**src/rtl/signmag_to_twos_if.sv**
```systemverilog
// Handshake bundle for the sign-magnitude to two's-complement converter.
// The master drives the operand and consumes the result; the slave is the converter.
interface signmag_to_twos_if #(
  parameter int WIDTH = 32
) ();
  logic             in_valid;
  logic             in_ready;
  logic [WIDTH-1:0] in_data;
  logic             out_valid;
  logic             out_ready;
  logic [WIDTH-1:0] out_data;
  logic             neg_zero;
  logic             busy;

  modport master (
    output in_valid, in_data, out_ready,
    input  in_ready, out_valid, out_data, neg_zero, busy
  );

  modport slave (
    input  in_valid, in_data, out_ready,
    output in_ready, out_valid, out_data, neg_zero, busy
  );
endinterface

```
**src/rtl/signmag_to_twos.sv**
```systemverilog
// Bit-serial sign-magnitude to two's-complement converter: the magnitude is walked
// LSB first, copying bits through the first 1 and inverting the rest when negative.
module signmag_to_twos #(
  parameter int WIDTH = 32
) (
  input  logic              clk,
  input  logic              rst,
  signmag_to_twos_if.slave  bus
);

  localparam int MAG_W = WIDTH - 1;
  localparam int CNT_W = (WIDTH > 2) ? $clog2(WIDTH) : 1;
  localparam logic [CNT_W-1:0] LAST = CNT_W'(WIDTH - 2);

  typedef enum logic [1:0] {
    IDLE  = 2'd0,
    SHIFT = 2'd1,
    DONE  = 2'd2
  } state_t;

  state_t             state_q, state_d;
  logic               sign_q, sign_d;
  logic               seen_q, seen_d;
  logic [MAG_W-1:0]   mag_q, mag_d;
  logic [MAG_W-1:0]   res_q, res_d;
  logic [CNT_W-1:0]   cnt_q, cnt_d;
  logic [WIDTH-1:0]   out_data_q, out_data_d;
  logic               neg_zero_q, neg_zero_d;
  logic               rbit;

  // Negation rule: bits up to and including the first 1 pass, later bits flip.
  function automatic logic conv_bit(input logic sign, input logic seen, input logic b);
    return (sign & seen) ? ~b : b;
  endfunction

  always_ff @(posedge clk) begin
    if (rst) begin
      state_q    <= IDLE;
      sign_q     <= 1'b0;
      seen_q     <= 1'b0;
      mag_q      <= '0;
      res_q      <= '0;
      cnt_q      <= '0;
      out_data_q <= '0;
      neg_zero_q <= 1'b0;
    end else begin
      state_q    <= state_d;
      sign_q     <= sign_d;
      seen_q     <= seen_d;
      mag_q      <= mag_d;
      res_q      <= res_d;
      cnt_q      <= cnt_d;
      out_data_q <= out_data_d;
      neg_zero_q <= neg_zero_d;
    end
  end

  always_comb begin
    state_d    = state_q;
    sign_d     = sign_q;
    seen_d     = seen_q;
    mag_d      = mag_q;
    res_d      = res_q;
    cnt_d      = cnt_q;
    out_data_d = out_data_q;
    neg_zero_d = neg_zero_q;
    rbit       = 1'b0;

    case (state_q)
      IDLE: begin
        if (bus.in_valid) begin
          sign_d  = bus.in_data[WIDTH-1];
          mag_d   = bus.in_data[WIDTH-2:0];
          res_d   = '0;
          cnt_d   = '0;
          seen_d  = 1'b0;
          state_d = SHIFT;
        end
      end

      SHIFT: begin
        rbit              = conv_bit(sign_q, seen_q, mag_q[0]);
        seen_d            = seen_q | mag_q[0];
        mag_d             = mag_q >> 1;
        res_d             = res_q >> 1;
        res_d[MAG_W-1]    = rbit;
        cnt_d             = cnt_q + CNT_W'(1);
        // A negative operand that never saw a 1 is negative zero: emit plain 0.
        if (cnt_q == LAST) begin
          out_data_d = {sign_q & seen_d, res_d};
          neg_zero_d = sign_q & ~seen_d;
          state_d    = DONE;
        end
      end

      DONE: begin
        if (bus.out_ready) state_d = IDLE;
      end

      default: state_d = IDLE;
    endcase
  end

  assign bus.in_ready  = (state_q == IDLE);
  assign bus.out_valid = (state_q == DONE);
  assign bus.busy      = (state_q != IDLE);
  assign bus.out_data  = out_data_q;
  assign bus.neg_zero  = neg_zero_q;

endmodule

```
**src/flat_wrapper.sv**
```systemverilog
// flat-port wrapper written by rule: the top's interface ports become plain ports
module signmag_to_twos_flat 
#(
  parameter int WIDTH = 32
)
  (clk, rst, bus_in_valid, bus_in_data, bus_out_ready, bus_in_ready, bus_out_valid, bus_out_data, bus_neg_zero, bus_busy);
  signmag_to_twos_if #(.WIDTH(WIDTH)) bus_i ();
  input  logic clk;
  input  logic rst;
  input wire logic [$bits(bus_i.in_valid)-1:0] bus_in_valid;
  input wire logic [$bits(bus_i.in_data)-1:0] bus_in_data;
  input wire logic [$bits(bus_i.out_ready)-1:0] bus_out_ready;
  output wire logic [$bits(bus_i.in_ready)-1:0] bus_in_ready;
  output wire logic [$bits(bus_i.out_valid)-1:0] bus_out_valid;
  output wire logic [$bits(bus_i.out_data)-1:0] bus_out_data;
  output wire logic [$bits(bus_i.neg_zero)-1:0] bus_neg_zero;
  output wire logic [$bits(bus_i.busy)-1:0] bus_busy;
  assign bus_i.in_valid = bus_in_valid;
  assign bus_i.in_data = bus_in_data;
  assign bus_i.out_ready = bus_out_ready;
  assign bus_in_ready = bus_i.in_ready;
  assign bus_out_valid = bus_i.out_valid;
  assign bus_out_data = bus_i.out_data;
  assign bus_neg_zero = bus_i.neg_zero;
  assign bus_busy = bus_i.busy;
  signmag_to_twos #(.WIDTH(WIDTH)) u_core (.clk(clk), .rst(rst), .bus(bus_i));
endmodule
```
**config.mk**
```make
export PLATFORM = sky130hd
export DESIGN_NAME = signmag_to_twos_flat
export DESIGN_NICKNAME = d
export VERILOG_FILES = /design/src/rtl/signmag_to_twos_if.sv /design/src/rtl/signmag_to_twos.sv /design/src/flat_wrapper.sv
export SDC_FILE = /design/constraint.sdc
export NUM_CORES = 1
export LEC_CHECK = 0
export BUFFER_PORTS_ARGS = -buffer_cell sky130_fd_sc_hd__buf_2
export CAP_MARGIN = 20
export CORE_MARGIN = 3
export CORE_UTILIZATION = 45
export CTS_BUF_LIST = sky130_fd_sc_hd__clkbuf_4 sky130_fd_sc_hd__clkbuf_8 sky130_fd_sc_hd__clkbuf_16
export DETAILED_ROUTE_END_ITERATION = 10
export PLACE_DENSITY = 0.72
export SYNTH_ARGS = -nofsm -noshare
export SYNTH_HDL_FRONTEND = slang
export SYNTH_SLANG_ARGS = --single-unit
```
**constraint.sdc**
```tcl
create_clock -name clk -period 2.9 [get_ports clk]
set_clock_uncertainty 0.05 [all_clocks]
set_input_delay 0.58 -clock clk [delete_from_list [all_inputs] [get_ports clk]]
set_output_delay 0.58 -clock clk [all_outputs]
set_load 0.02 [all_outputs]
```
==> run metrics <==
outcome completed; antenna cells 0; R2R setup slack 890 ps; Syn. warnings 0; number of clock sinks 103; Routed WL 9250 um; worst r2r src u_core.cnt_q[0]$_SDFFE_PP0P_; total power 0.00266 W; Final ANT Viol Nets 0; CTS tree done; I/O pin total 72; proportion of synthesized chip area in sequential cells 47.6%; routed len/inst 13.5 um; Tmin final 2010 ps; worst slew pin tran 961 ps; TritonRoute pass-1 iters 4; syn nets 543; setup bufs post-CTS 0; fin cells 684; Worst slew margin 36.0%; nets@finish 588; CP Buf/Inv Count 2; WP data required 3090 ps; RSZ-0062 raised after global routing false; Die Ht 104 um; Avg Cell Area, Syn 8.58 um2; HP Start bus_in_data[31]; Arr. time, crit path 2190 ps; max-cap violations 0; period utilization 69.2%; Via density 5.30; clock slew at the register clock pins of the worst setup and hold paths 110 ps; Buffers on Ports 71; crit path from u_core.cnt_q[0]$_SDFFE_PP0P_; Worst Setup EP u_core.bus.neg_zero$_SDFFE_PP0P_; post-DP HPWL 5900 um; most common cell after layout, fill and taps aside dfxtp_1; Unique masters post-synth 36; worst hold path type input port to flop; Layout fillers 920; drt initial violations 176; delay-heaviest family, CP simple AND/OR/NAND/NOR gates; slowest CP cell nand4_1; leading post-synthesis cells by cell area dfxtp_1, a21oi_1, nor4_2, nand3_1, nor2_1; Post-Synthesis Cells 505; Yosys top cell area share 47.6%; Post-Syn Area 4340 um2; drc violations 0; grt ovf 0; biggest cell delay along the critical path 530 ps; CP endpoint kind flop; Final Hold Viols 0; full die area 10800 um2; RePlAce Congestion 0.732; Post-CTS Resized 0; Fin Hold WS 394 ps; area leader, netlist dfxtp_1; Worst setup SP type flop; critical path fanouts, max 19; R2R depth 6; Final TNS setup 0 ps; Vias 3622; Longest Clk Path Bufs 2; ys async rst share 0%; core box area 9280 um2; Synth-to-Final Area Change 11.7%; WP depth 6; count of hold buffers inserted by post-cts repair 0; EDFF count, synth 0; critical path class flop to flop; Layout Utilization 52.2%; commonest non-fill, non-tap cells in the layout dfxtp_1, nor2_1, buf_2; Pwr Density 550 nW/um2; GRT Total Usage 17.2%; VDD IR max 0.000206 V; Synth Register Bits 103; Multi-input gate area 1970 um2; Top FF cell, synth dfxtp_1; CTS H-Tree Depth 3; first-pass GRT wire length 15600 um; Num CTS Buffers 9; register area 2060 um2; number of global-route vias before repair 3421; crit-path cells inv_1, ha_1, nand4_1, buf_4, o21ai_0, a21oi_1; Root Buffer clkbuf_8; Slew Limit Fails 0; Die Wd 104 um; largest net degree at the start of global routing 98; final setup violation count 0; leak pwr 1.83 nW; placed instance count 668; Max Clk Rate 498 MHz; layout cell share with drive strength beyond 1 28.3%; row count 35; RR Endpoint u_core.bus.neg_zero$_SDFFE_PP0P_; Initial Utilization 46.7%; initial antenna violation count 0; clk_lat worst skew 370 ps
tightest hold or removal path, stage by stage:
cell     delay [ps]
buf_2            90
nand2_1          50
a21oi_1          50
worst min path at each step:
stage               cells after the start  slack (ps)                                  end
global route                            3         400           u_core.sign_q$_SDFFE_PP0P_
finish                                  3         390           u_core.sign_q$_SDFFE_PP0P_
CTS                                     3         380           u_core.sign_q$_SDFFE_PP0P_
global placement                        2         400  u_core.bus.out_data[0]$_SDFFE_PP0P_
detailed placement                      2         410        u_core.res_q[21]$_SDFFE_PP0P_
floorplan                               2         390  u_core.bus.out_data[0]$_SDFFE_PP0P_
power breakdown:
group | internal (W) | total (W) | switching, W
clock | 0.000344 | 0.000891 | 0.000547
combinational | 0.0000971 | 0.000281 | 0.000184
sequential | 0.00146 | 0.00149 | 0.0000290
flip-flops by register name, indices dropped and copies added (netlist names):
signal               flops
u_core.bus.neg_zero      1
u_core.bus.out_data     32
u_core.cnt_q             5
u_core.mag_q            31
u_core.res_q            30
u_core.seen_q            1
u_core.sign_q            1
u_core.state_q           2
final cells by class:
class | count | area share (%)
sequential | 103 | 42.6
multi-input combinational | 352 | 40.8
timing repair buffer | 81 | 8.94
tap | 129 | 3.33
clock buffer | 9 | 2.56
clock inverter | 7 | 1.58
inverter | 3 | 0.233
stage by stage:
step	setup slack, ps	cell area (um2)
finish	894	4840
global route	645	4840
CTS	895	4840
detailed placement	790	4640
global placement	851	4640
floorplan	1340	4340
synth_stat cells, types with 3 or more instances:
| cell | number |
|---|---|
| dfxtp_1 | 103 |
| nor2_1 | 73 |
| a21oi_1 | 65 |
| nand3_1 | 61 |
| nand2_1 | 33 |
| o21ai_0 | 33 |
| nor4_2 | 26 |
| nor2_2 | 24 |
| clkbuf_1 | 15 |
| buf_2 | 11 |
| buf_4 | 10 |
| buf_6 | 6 |
| nand4_1 | 4 |
| nor4_1 | 4 |
| inv_1 | 3 |
| mux2_2 | 3 |
| nand2b_1 | 3 |
| nand3b_1 | 3 |
| nor3b_1 | 3 |
metal layers:
layer | part of all wire [%] | up-vias | track usage [%]
li1 | - | 1825 | -
met5 | 0 | - | 0
met4 | 1.7 | 0 | 6.08
met1 | 45 | 1724 | 20.8
met2 | 50 | 63 | 30.2
met3 | 3.2 | 10 | 3.48
kinds of logic after synthesis:
| family | Yosys count | share of synthesized area (%) |
|---|---|---|
| AOI/OAI and AO/OA | 105 | 12.7 |
| DFF | 103 | 47.6 |
| adders and majority gates | 2 | 0.577 |
| buffers and inverters | 50 | 7.13 |
| and+or+nand+nor | 242 | 31.3 |
| muxes | 3 | 0.779 |
Note: power is estimated with default switching activity, not from simulation.
